==> src/rtl/line_fetcher.sv <==
// Scanline fetch engine: on each HSYNC rise, bursts one line of framebuffer words into the line buffer.
// Latency: first bus address one clock after the HSYNC rise; each acked word lands in the buffer in the ack cycle.
// Backpressure: the bus throttles via ack_i; cyc_o drops for one cycle after every BURST words.
//
// Ports: clk_i/reset_ni (sync, active-low); hsync_i/vsync_i/den_i CRTC timing;
//        fb_adr_i/line_len_i/stride_i/dbl_i frame geometry; cyc_o/adr_o/ack_i/err_i bus master;
//        s_we_o/s_adr_o line-buffer write port; busy_o/err_o/ovr_o status.
module line_fetcher #(
    parameter int AW    = 23,
    parameter int LW    = 9,
    parameter int BW    = 8,
    parameter int BURST = 16
) (
    input  logic          clk_i,
    input  logic          reset_ni,
    input  logic          hsync_i,
    input  logic          vsync_i,
    input  logic          den_i,
    input  logic [AW:1]   fb_adr_i,
    input  logic [LW-1:0] line_len_i,
    input  logic [AW:1]   stride_i,
    input  logic          dbl_i,
    input  logic          ack_i,
    input  logic          err_i,
    output logic          cyc_o,
    output logic [AW:1]   adr_o,
    output logic          s_we_o,
    output logic [BW:1]   s_adr_o,
    output logic          busy_o,
    output logic          err_o,
    output logic          ovr_o
);

    typedef enum logic [1:0] {
        S_IDLE  = 2'd0,
        S_FETCH = 2'd1,
        S_GAP   = 2'd2,
        S_END   = 2'd3
    } state_t;

    localparam logic [LW-1:0] BURST_N = LW'(BURST);
    localparam logic [LW-1:0] ONE_W   = LW'(1);

    state_t        state;
    logic          hsync_q;
    logic          hs_rise;
    logic [AW:1]   line_base;
    logic          parity;
    logic [LW-1:0] cnt;
    logic [LW-1:0] bcnt;

    assign hs_rise = hsync_i & ~hsync_q;
    // Data is captured in the ack cycle; an erroring ack must not be written.
    assign s_we_o  = cyc_o & ack_i & ~err_i;
    assign busy_o  = (state != S_IDLE);

    always_ff @(posedge clk_i) begin
        if (!reset_ni) begin
            state     <= S_IDLE;
            cyc_o     <= 1'b0;
            adr_o     <= '0;
            s_adr_o   <= '0;
            line_base <= '0;
            parity    <= 1'b0;
            cnt       <= '0;
            bcnt      <= '0;
            hsync_q   <= 1'b0;
            err_o     <= 1'b0;
            ovr_o     <= 1'b0;
        end else begin
            hsync_q <= hsync_i;
            if (vsync_i) begin
                // Frame restart wins over anything the FSM would otherwise do.
                state     <= S_IDLE;
                cyc_o     <= 1'b0;
                line_base <= fb_adr_i;
                adr_o     <= fb_adr_i;
                parity    <= 1'b0;
                err_o     <= 1'b0;
                ovr_o     <= 1'b0;
            end else begin
                // A new line request while one is still in flight is dropped and flagged.
                if (hs_rise && state != S_IDLE) begin
                    ovr_o <= 1'b1;
                end
                case (state)
                    S_IDLE: begin
                        if (hs_rise && den_i && line_len_i != '0) begin
                            state   <= S_FETCH;
                            cyc_o   <= 1'b1;
                            cnt     <= line_len_i;
                            adr_o   <= line_base;
                            s_adr_o <= '0;
                            bcnt    <= '0;
                        end
                    end
                    S_FETCH: begin
                        // cyc_o is always high here, so err_i alone qualifies the error.
                        if (err_i) begin
                            err_o <= 1'b1;
                            cyc_o <= 1'b0;
                            state <= S_END;
                        end else if (ack_i) begin
                            adr_o   <= adr_o + AW'(1);
                            s_adr_o <= s_adr_o + BW'(1);
                            cnt     <= cnt - ONE_W;
                            bcnt    <= bcnt + ONE_W;
                            // Line completion takes priority over the burst break.
                            if (cnt == ONE_W) begin
                                state <= S_END;
                                cyc_o <= 1'b0;
                            end else if (bcnt + ONE_W == BURST_N) begin
                                state <= S_GAP;
                                cyc_o <= 1'b0;
                            end
                        end
                    end
                    S_GAP: begin
                        state <= S_FETCH;
                        cyc_o <= 1'b1;
                        bcnt  <= '0;
                    end
                    S_END: begin
                        state <= S_IDLE;
                        // In doubling mode the first pass of a source line keeps the base.
                        if (dbl_i && !parity) begin
                            parity <= 1'b1;
                        end else begin
                            line_base <= line_base + AW'(line_len_i) + stride_i;
                            parity    <= 1'b0;
                        end
                    end
                    default: state <= S_IDLE;
                endcase
            end
        end
    end

endmodule

==> config.mk <==
export PLATFORM = sky130hd
export DESIGN_NAME = line_fetcher
export DESIGN_NICKNAME = d
export VERILOG_FILES = /design/src/rtl/line_fetcher.sv
export SDC_FILE = /design/constraint.sdc
export NUM_CORES = 1
export LEC_CHECK = 0
export ABC_AREA = 0
export BUFFER_PORTS_ARGS = -buffer_cell sky130_fd_sc_hd__buf_2
export CAP_MARGIN = 15
export CELL_PAD_IN_SITES_DETAIL_PLACEMENT = 1
export CELL_PAD_IN_SITES_GLOBAL_PLACEMENT = 1
export CORE_MARGIN = 10
export CORE_UTILIZATION = 35
export DETAILED_ROUTE_END_ITERATION = 8
export PLACE_DENSITY = 0.73
export SETUP_SLACK_MARGIN = 0.02
export SYNTH_ARGS = -nofsm -noshare
export SYNTH_HDL_FRONTEND = slang
export SYNTH_SLANG_ARGS = --single-unit
==> constraint.sdc <==
create_clock -name clk_i -period 2.83 [get_ports clk_i]
set_clock_uncertainty 0.2 [all_clocks]
set_input_delay 0.1415 -clock clk_i [delete_from_list [all_inputs] [get_ports clk_i]]
set_output_delay 0.1415 -clock clk_i [all_outputs]
set_load 0.03 [all_outputs]
### Word level (Yosys, flattened, before mapping)

Cells that the tools add are included.
Widths: inputs -> output; s select.

| storage, ports and cells | value |
|---|---|
| output and inout port bits | 36 |
| bits of input ports | 63 |
| flip-flop bits (word level) | 79 |
| word-level logic and storage cells | 91 |

| cells by class | value |
|---|---|
| add/sub/neg operators | 6 |
| mux-type cells | 33 |
| equal/unequal tests | 14 |
| bitwise logic cells | 7 |
| reductions and logical operators | 20 |

Operators by type and width:

| kind | count |
|---|---|
| $mux 23 | 7 |
| $mux 9 | 6 |
| $pmux 23 s2 | 1 |
| $pmux 9 s3 | 1 |
| $mux 8 | 3 |
| $add 23x1->23 const B | 1 |
| $add 23x23->23 | 1 |
| $add 23x9->23 | 1 |
| $pmux 9 s2 | 1 |
| $pmux 8 s2 | 1 |
| $ne 3x3->1 const B | 4 |
| $mux 2 | 5 |
| $reduce_and 5->1 | 2 |
| $add 9x1->9 const B | 1 |
| $eq 9x1->1 const B | 1 |
| $eq 9x5->1 const B | 1 |
| $reduce_bool 9->1 | 1 |
| $sub 9x1->9 const B | 1 |
| $add 8x1->8 const B | 1 |
| $ne 2x2->1 const B | 4 |
| $pmux 2 s4 | 1 |
| $reduce_and 4->1 | 2 |
| $mux 1 | 6 |
| $reduce_bool 2->1 | 3 |
| other kinds (13) | 24 |

### Depth between registers and ports, before layout

Gate-level depths: netlist of the first run.

| depth | value |
|---|---|
| depth in word-level cells | 7 |
| gate-level depth with buffers | 12 |
| depth with buffers taken out | 12 |

### Least setup slack after synthesis of the first run

Ideal clock, no wire load.

| path | value |
|---|---|
| path type | register to register |
| start | register line_base[2] (netlist bit) |
| end | register line_base[20] (netlist bit) |
| cell stages (with the launch flop) | 11 |
| path slack | -131 ps |
| data required time | 2514 ps |
| buffers on the path | 0 |
| setup time | 116 ps |
| data arrival time | 2644 ps |
| period minus slack after synthesis | 2961 ps |
| path through | dfxtp_1 fa_1 ha_1 fa_1 a21oi_1 o21ai_0 a21oi_1 o211ai_2 a21boi_1 o2111ai_1 and4_1 |

| between the ends | value |
|---|---|
| longest elaborated chain between the ends | 5 |

Ends and longest elaborated chain:

| element | RTL line | source |
|---|---|---|
| from (decl) | 47 | `logic [AW:1] line_base;` |
| from (signal assigned) | 76 | `line_base <= fb_adr_i;` |
| from (signal assigned) | 129 | `line_base <= line_base + AW'(line_len_i) + stride_i;` |
| $add 23x9->23 | 129 |  |
| $add 23x23->23 | 129 |  |
| $mux 23 | 126 | `if (dbl_i && !parity) begin` |
| $mux 23 | 86 | `case (state)` |
| $mux 23 | 72 | `if (vsync_i) begin` |

No other way between the ends. The select of a mux whose other input is x is not followed.
A chain may end at the register's enable or synchronous reset.

### Final worst setup path of the first run

Same ends and word-level chain as after synthesis.

==> flow_summary.json, run 1 <==
{
  "wl_per_cell_um": 19.40,
  "violated_checks": "negative setup slack",
  "detailroute.wirelength.met3_mm": 1.153,
  "via_count_of_the_first_global_routing_pass": 6591,
  "post-synth-top-area-cell": "sky130_fd_sc_hd__dfxtp_1",
  "clk_latency_ns": 0.35,
  "cp-start-kind": "register",
  "post_synth_edffs": 0,
  "layout_setup_ws_ns": -0.03988,
  "initial_antenna_violation_count": 1,
  "synth.distinct_cells": 78,
  "maximum_fanout_along_the_worst_path": 3,
  "synth.ff_latch_count": 79,
  "post-route-cell-area_um2": 7750,
  "firstDrtPassIters": 4,
  "postSynth.topFlopCell": "sky130_fd_sc_hd__dfxtp_1",
  "holdPathStages": 4,
  "via_count": 6349,
  "cts_buffer_depth": 2,
  "pin_count_of_the_biggest_net_entering_global_routing": 33,
  "total_power_mw": 3.441,
  "drtIter0Drc": 252,
  "synthesis.instances": 741,
  "antenna_left": 0,
  "design.die.area_um2": 22350,
  "synth_area_per_cell_um2": 7.919,
  "numCtsBuffers": 9,
  "cts_sinks": 79,
  "capturing_element_type_of_the_critical_path": "register",
  "period_minus_slack_ns": 2.870,
  "mappedNetlistNets": 854,
  "route.top_layer_used": "met5",
  "hold_slack_ns": 0.01454,
  "clockRootBuffer": "sky130_fd_sc_hd__clkbuf_16",
  "setup-violations-final": 3,
  "antenna-diode-count": 0,
  "power_leakage_nw": 3.238,
  "initial_core_util_pct": 35.51,
  "detail_route.vias_per_cell": 5.619,
  "async_reset_ff_share_pct": 0,
  "tritoncts": "done",
  "groute.usage.overall_pct": 19.20,
  "layout.filler_cells": 1978,
  "postLayoutCoreUtil_pct": 46.90,
  "timing.max_slew.rel_slack_pct": 51.15,
  "p_per_area_nw_per_um2": 444.1,
  "grt_first_pass_wirelength_mm": 34.76,
  "yosys_warnings": 0,
  "num_rows": 47,
  "clock_tree.htree_level_count": 3,
  "clkTransAtPathRegs_ns": 0.07,
  "fp.dieH_um": 149.5,
  "dp_hpwl_mm": 16.06,
  "outcome": "finished, violations left",
  "global_route.overflow_total": 0,
  "boundaryPins": 99,
  "crit_required_ns": 2.88,
  "fmax_mhz": 348.4,
  "met2_wirelength_mm": 10.66,
  "ir_worst_vdd_mv": 0.3054,
  "cap_viol_max_count": 0,
  "cp_data_arrival_time_ns": 2.92,
  "min_period_over_period_pct": 101.4,
  "areaGrowthSynthToFinish_pct": 32.07,
  "final_nets": 1019,
  "placeable_core_region_um2": 16520,
  "synth_sequential_area_ratio_pct": 26.95,
  "critPathKind": "reg -> reg",
  "placed_area_um2": 6923,
  "cells_taking_the_most_area_after_synthesis": "sky130_fd_sc_hd__dfxtp_1, sky130_fd_sc_hd__ha_1, sky130_fd_sc_hd__a21oi_1",
  "grt_setup_unrepaired": "yes",
  "syn-cell-area_um2": 5868,
  "hold_removal_path_class": "in -> reg",
  "worst_pin_slew_ns": 0.7303,
  "route.layer.met1.wl_mm": 9.795,
  "drt-total-wl_mm": 21.93,
  "timing.reg2reg.worst_path_depth": 10,
  "fp.dieW_um": 149.5,
  "place.gp.congestion": 0.8740,
  "placement.io_buffers": 98,
  "final-max-slew-violation-count": 0,
  "final_layout_size_suffix_gt1_share_pct": 27.36,
  "final_hold_viol_count": 0,
  "synth.top_cell.area_share_pct": 26.95,
  "drcViolationCount": 0
}
## layer usage
| layer | GRT usage [%] | up-vias |
|---|---|---|
| met3 | 4.801 | 21 |
| met5 | 0 | - |
| li1 | - | 3054 |
| met4 | 5.005 | 2 |
| met1 | 23.54 | 3122 |
| met2 | 32.71 | 150 |
## cells by family (layout without fill, tap and decap cells)
| logic type | Yosys count | count (layout) | synth area share [%] |
|---|---|---|---|
| flops | 79 | 79 | 26.95 |
| compound gates | 247 | 247 | 26.65 |
| fa+ha+maj | 50 | 50 | 11.94 |
| xor+xnor | 34 | 34 | 5.075 |
| simple gates | 251 | 251 | 21.83 |
| buf+inv | 64 | 233 | 4.733 |
| mux | 16 | 16 | 2.815 |
## critical path, cell delays in order (launching register included)
cell                       delay (ns)
sky130_fd_sc_hd__dfxtp_2         0.33
sky130_fd_sc_hd__fa_2            0.55
sky130_fd_sc_hd__ha_4            0.15
sky130_fd_sc_hd__fa_2            0.22
sky130_fd_sc_hd__a21oi_2         0.07
sky130_fd_sc_hd__o21ai_2         0.14
sky130_fd_sc_hd__a21oi_2         0.08
sky130_fd_sc_hd__o211ai_2        0.24
sky130_fd_sc_hd__a21boi_2        0.12
sky130_fd_sc_hd__or4b_1          0.47
sky130_fd_sc_hd__and4_1          0.20
## where the power goes
part	total, mW	switching, mW	internal [mW]
Combinational	1.09	0.607	0.481
Sequential	1.23	0.0618	1.17
Clock	1.12	0.525	0.596
## synth_stat cells (9+ instances only)
library cell,instances
sky130_fd_sc_hd__clkbuf_1,25
sky130_fd_sc_hd__a211oi_1,18
sky130_fd_sc_hd__nand4_1,12
sky130_fd_sc_hd__a31oi_1,13
sky130_fd_sc_hd__inv_1,23
sky130_fd_sc_hd__nand3_1,18
sky130_fd_sc_hd__dfxtp_1,79
sky130_fd_sc_hd__mux2i_1,12
sky130_fd_sc_hd__nor2_1,59
sky130_fd_sc_hd__a21oi_1,87
sky130_fd_sc_hd__xnor2_1,14
sky130_fd_sc_hd__fa_1,10
sky130_fd_sc_hd__or3_1,10
sky130_fd_sc_hd__nand2_1,71
sky130_fd_sc_hd__xor2_1,20
sky130_fd_sc_hd__and3_1,12
sky130_fd_sc_hd__ha_1,40
sky130_fd_sc_hd__o21ai_0,60
sky130_fd_sc_hd__nor3_1,17
sky130_fd_sc_hd__and2_1,9
## placed cells by master, fill, tap and decap left out, drive strengths merged, types with 4 or more instances in the layout
| master | Yosys | final |
|---|---|---|
| or4 | 5 | 5 |
| nand3b | 6 | 6 |
| buf | 14 | 168 |
| dlygate4sd3 | 0 | 26 |
| o21ai | 62 | 62 |
| a21o | 5 | 5 |
| fa | 10 | 10 |
| a21oi | 89 | 89 |
| nand2b | 5 | 5 |
| and2 | 9 | 9 |
| clkinv | 1 | 5 |
| nor2b | 5 | 5 |
| nor2 | 60 | 60 |
| dfxtp | 79 | 79 |
| nand4 | 13 | 13 |
| o31ai | 4 | 4 |
| a211oi | 22 | 22 |
| xor2 | 20 | 20 |
| a31oi | 13 | 13 |
| nand2 | 73 | 73 |
| o21a | 8 | 8 |
| a311oi | 4 | 4 |
| clkbuf | 26 | 9 |
| o211ai | 9 | 9 |
| xnor2 | 14 | 14 |
| inv | 23 | 24 |
| a221oi | 4 | 4 |
| mux2 | 4 | 4 |
| ha | 40 | 40 |
| nand3 | 19 | 19 |
| or3 | 10 | 10 |
| and4 | 4 | 4 |
| and3 | 13 | 13 |
| nor3 | 17 | 17 |
| mux2i | 12 | 12 |
## metrics by stage
stage | TNS (ns) | setup WS [ns] | std cells
final | -0.05713 | -0.03988 | 1130
after global routing | -0.6326 | -0.1450 | 1130
after CTS | -0.09108 | -0.09108 | 1124
after detailed placement | -0.5647 | -0.1632 | 1081
after global placement | -0.2026 | -0.1064 | 1081
after floorplan | 0 | 0.02909 | 741
## flip-flops by register name, indices dropped and copies added, names as in the netlist
name / count
adr_o: 23
bcnt: 9
cnt: 9
cyc_o: 1
err_o: 1
hsync_q: 1
line_base: 23
ovr_o: 1
parity: 1
s_adr_o: 8
state: 2
## cell type report
type / count / area, µm² / area share (%)
Inverter: 24 / 90.09 / 1.162
Timing Repair Buffer: 194 / 1280 / 16.52
Clock buffer: 9 / 225.2 / 2.906
Clock inverter: 6 / 47.55 / 0.6135
Multi-Input combinational cell: 598 / 4242 / 54.73
Sequential cell: 79 / 1590 / 20.52
Tap cell: 220 / 275.3 / 3.552
## what timing repair did
item	4_1_cts	5_1_grt
pin swaps	20	31
hold buffers	26	0
gates resized for setup	8	38
setup endpoints to repair	9	14
endpoints found under the hold margin	38	0
setup buffers	2	7
gates cloned	0	0
## path summary, 6_finish.rpt
path                                      to                 startpoint  slack (ns)
setup reg to reg  line_base[20]$_SDFFE_PN0P_  line_base[2]$_SDFFE_PN0P_       -0.04
hold / removal        adr_o[20]$_SDFFE_PN0P_               fb_adr_i[20]        0.01
hold reg to reg           err_o$_SDFFE_PP0P_         err_o$_SDFFE_PP0P_        0.27
setup / recovery  line_base[20]$_SDFFE_PN0P_  line_base[2]$_SDFFE_PN0P_       -0.04
Note: power is estimated with default switching activity, not from simulation.
==> run 2, diff against run 1 <==
clock period = 2.5 ns   (was 2.83 ns; I/O delays follow)
==> flow_summary.json, run 2 (same netlist as run 1, synthesis figures left out) <==
{
  "largest_registers": "adr_o (23), line_base (23)",
  "outcome": "finished, violations left",
  "drt-total-wl_mm": 23.84,
  "most_common_cell_after_layout_fill_and_taps_aside": "sky130_fd_sc_hd__buf_4",
  "grt_first_pass_wirelength_mm": 36.85,
  "global_route.overflow_total": 0,
  "hold_slack_ns": 0.004003,
  "fp.dieW_um": 149.5,
  "initial_core_util_pct": 35.51,
  "timing.max_slew.rel_slack_pct": 66.82,
  "totalNegativeSetupSlack_ns": -4.859,
  "max_stage_delay_ns": 0.51,
  "maximum_fanout_along_the_worst_path": 4,
  "fp.dieH_um": 149.5,
  "final_hold_viol_count": 0,
  "clock_tree.htree_level_count": 3,
  "fmax_mhz": 333.2,
  "antenna-diode-count": 0,
  "dp.cells": 1114,
  "via_count": 6585,
  "initial_antenna_violation_count": 0,
  "capturing_element_type_of_the_critical_path": "register",
  "total_power_mw": 4.138,
  "power_leakage_nw": 3.453,
  "cts_buffer_depth": 2,
  "cp_cell_sequence": "fa_1 -> ha_2 -> fa_2 -> a21oi_2 -> o21ai_2 -> a21oi_2 -> o211ai_2 -> a21boi_2 -> or4b_4 -> and4_1",
  "postLayoutCoreUtil_pct": 49.06,
  "drtIter0Drc": 334,
  "cts_sinks": 79,
  "layoutNonFillerInstCount": 1163,
  "clkTransAtPathRegs_ns": 0.07,
  "antenna_left": 0,
  "crit_top_cell": "sky130_fd_sc_hd__a21oi_2",
  "clk_latency_ns": 0.36,
  "wl_per_cell_um": 20.49,
  "critPathKind": "reg -> reg",
  "cp-start-kind": "register",
  "tritoncts": "done",
  "cp_data_arrival_time_ns": 3.05,
  "hold_removal_path_class": "in -> reg",
  "p_per_area_nw_per_um2": 510.4,
  "critical-path-slowest-cell": "sky130_fd_sc_hd__fa_1",
  "worst_pin_slew_ns": 0.4959,
  "placeable_core_region_um2": 16520,
  "ir_worst_vdd_mv": 0.3578,
  "setup-violations-final": 17,
  "grt_setup_unrepaired": "yes",
  "layout.cells.most_common_list": "sky130_fd_sc_hd__buf_4, sky130_fd_sc_hd__buf_2, sky130_fd_sc_hd__dfxtp_1",
  "clockRootBuffer": "sky130_fd_sc_hd__clkbuf_16",
  "violated_checks": "negative setup slack",
  "final_layout_size_suffix_gt1_share_pct": 31.28,
  "boundaryPins": 99,
  "final_nets": 1053,
  "setup_slack_placement_ns": -0.4003,
  "placed_area_um2": 7199,
  "num_rows": 47,
  "final-max-slew-violation-count": 0,
  "drcViolationCount": 0,
  "groute.usage.overall_pct": 20.72,
  "dp_hpwl_mm": 16.65,
  "design.die.area_um2": 22350,
  "layout_setup_ws_ns": -0.5010,
  "placement.io_buffers": 98,
  "detail_route.vias_per_cell": 5.662,
  "post-route-cell-area_um2": 8108,
  "pin_count_of_the_biggest_net_entering_global_routing": 37,
  "min_period_over_period_pct": 120.0,
  "firstDrtPassIters": 5,
  "crit_required_ns": 2.54,
  "areaGrowthSynthToFinish_pct": 38.17,
  "place.gp.congestion": 0.8845,
  "period_minus_slack_ns": 3.001,
  "numCtsBuffers": 9,
  "via_count_of_the_first_global_routing_pass": 6769,
  "cap_viol_max_count": 0
}
run 2: cell types whose count changed in the layout (fill, tap and decap cells not counted), moves of 4 or more:
cell	before	now
sky130_fd_sc_hd__o21ai_0	57	53
sky130_fd_sc_hd__buf_4	69	103
sky130_fd_sc_hd__a21oi_2	8	15
sky130_fd_sc_hd__a21oi_1	80	73
run 2: worst paths after layout:
kind,from,endpoint,slack [ns],cells past startpoint
hold / removal,fb_adr_i[23],line_base[23]$_SDFFE_PN0P_,0.004,3
setup / recovery,line_base[2]$_SDFFE_PN0P_,line_base[20]$_SDFFE_PN0P_,-0.50,10
hold reg to reg,err_o$_SDFFE_PP0P_,err_o$_SDFFE_PP0P_,0.27,2
setup reg to reg,line_base[2]$_SDFFE_PN0P_,line_base[20]$_SDFFE_PN0P_,-0.50,10
run 2: per-layer routing:
metal | GRT usage [%] | wire [µm]
met1 | 25.57 | 10290
met2 | 34.23 | 11380
met3 | 3.835 | 1257
met4 | 9.470 | 903
met5 | 0 | 0
run 2: cell type report:
type	count	area [µm²]
fillers	2013	8417
multi-input cells	598	4332
flip-flops and latches	79	1587
repair buffers	228	1546
well taps	220	275.3
clock buffers	10	229.0
inverters	24	90.09
clock inverters	4	48.80
run 2: repair_timing:
item	in CTS	in global routing
setup buffers	4	9
endpoints found under the setup margin	17	20
pin swaps	18	32
hold buffers	24	0
hold endpoints to repair	37	0
gates resized for setup	28	31
run 2: power by group:
part | switching [mW] | leakage (nW) | internal (mW)
sequential | 0.0641 | 0.650 | 1.33
combinational | 0.773 | 2.67 | 0.630
clock | 0.583 | 0.138 | 0.763
total | 1.42 | 3.45 | 2.72
run 2: critical path, delay by kind of cell, from the launching register on:
kind	cells	cell delay (ns)
flip-flops	1	0.33
AO/OA/AOI/OAI	5	0.73
adder cells (fa/ha/maj)	3	0.95
AND/OR/NAND/NOR	2	0.68
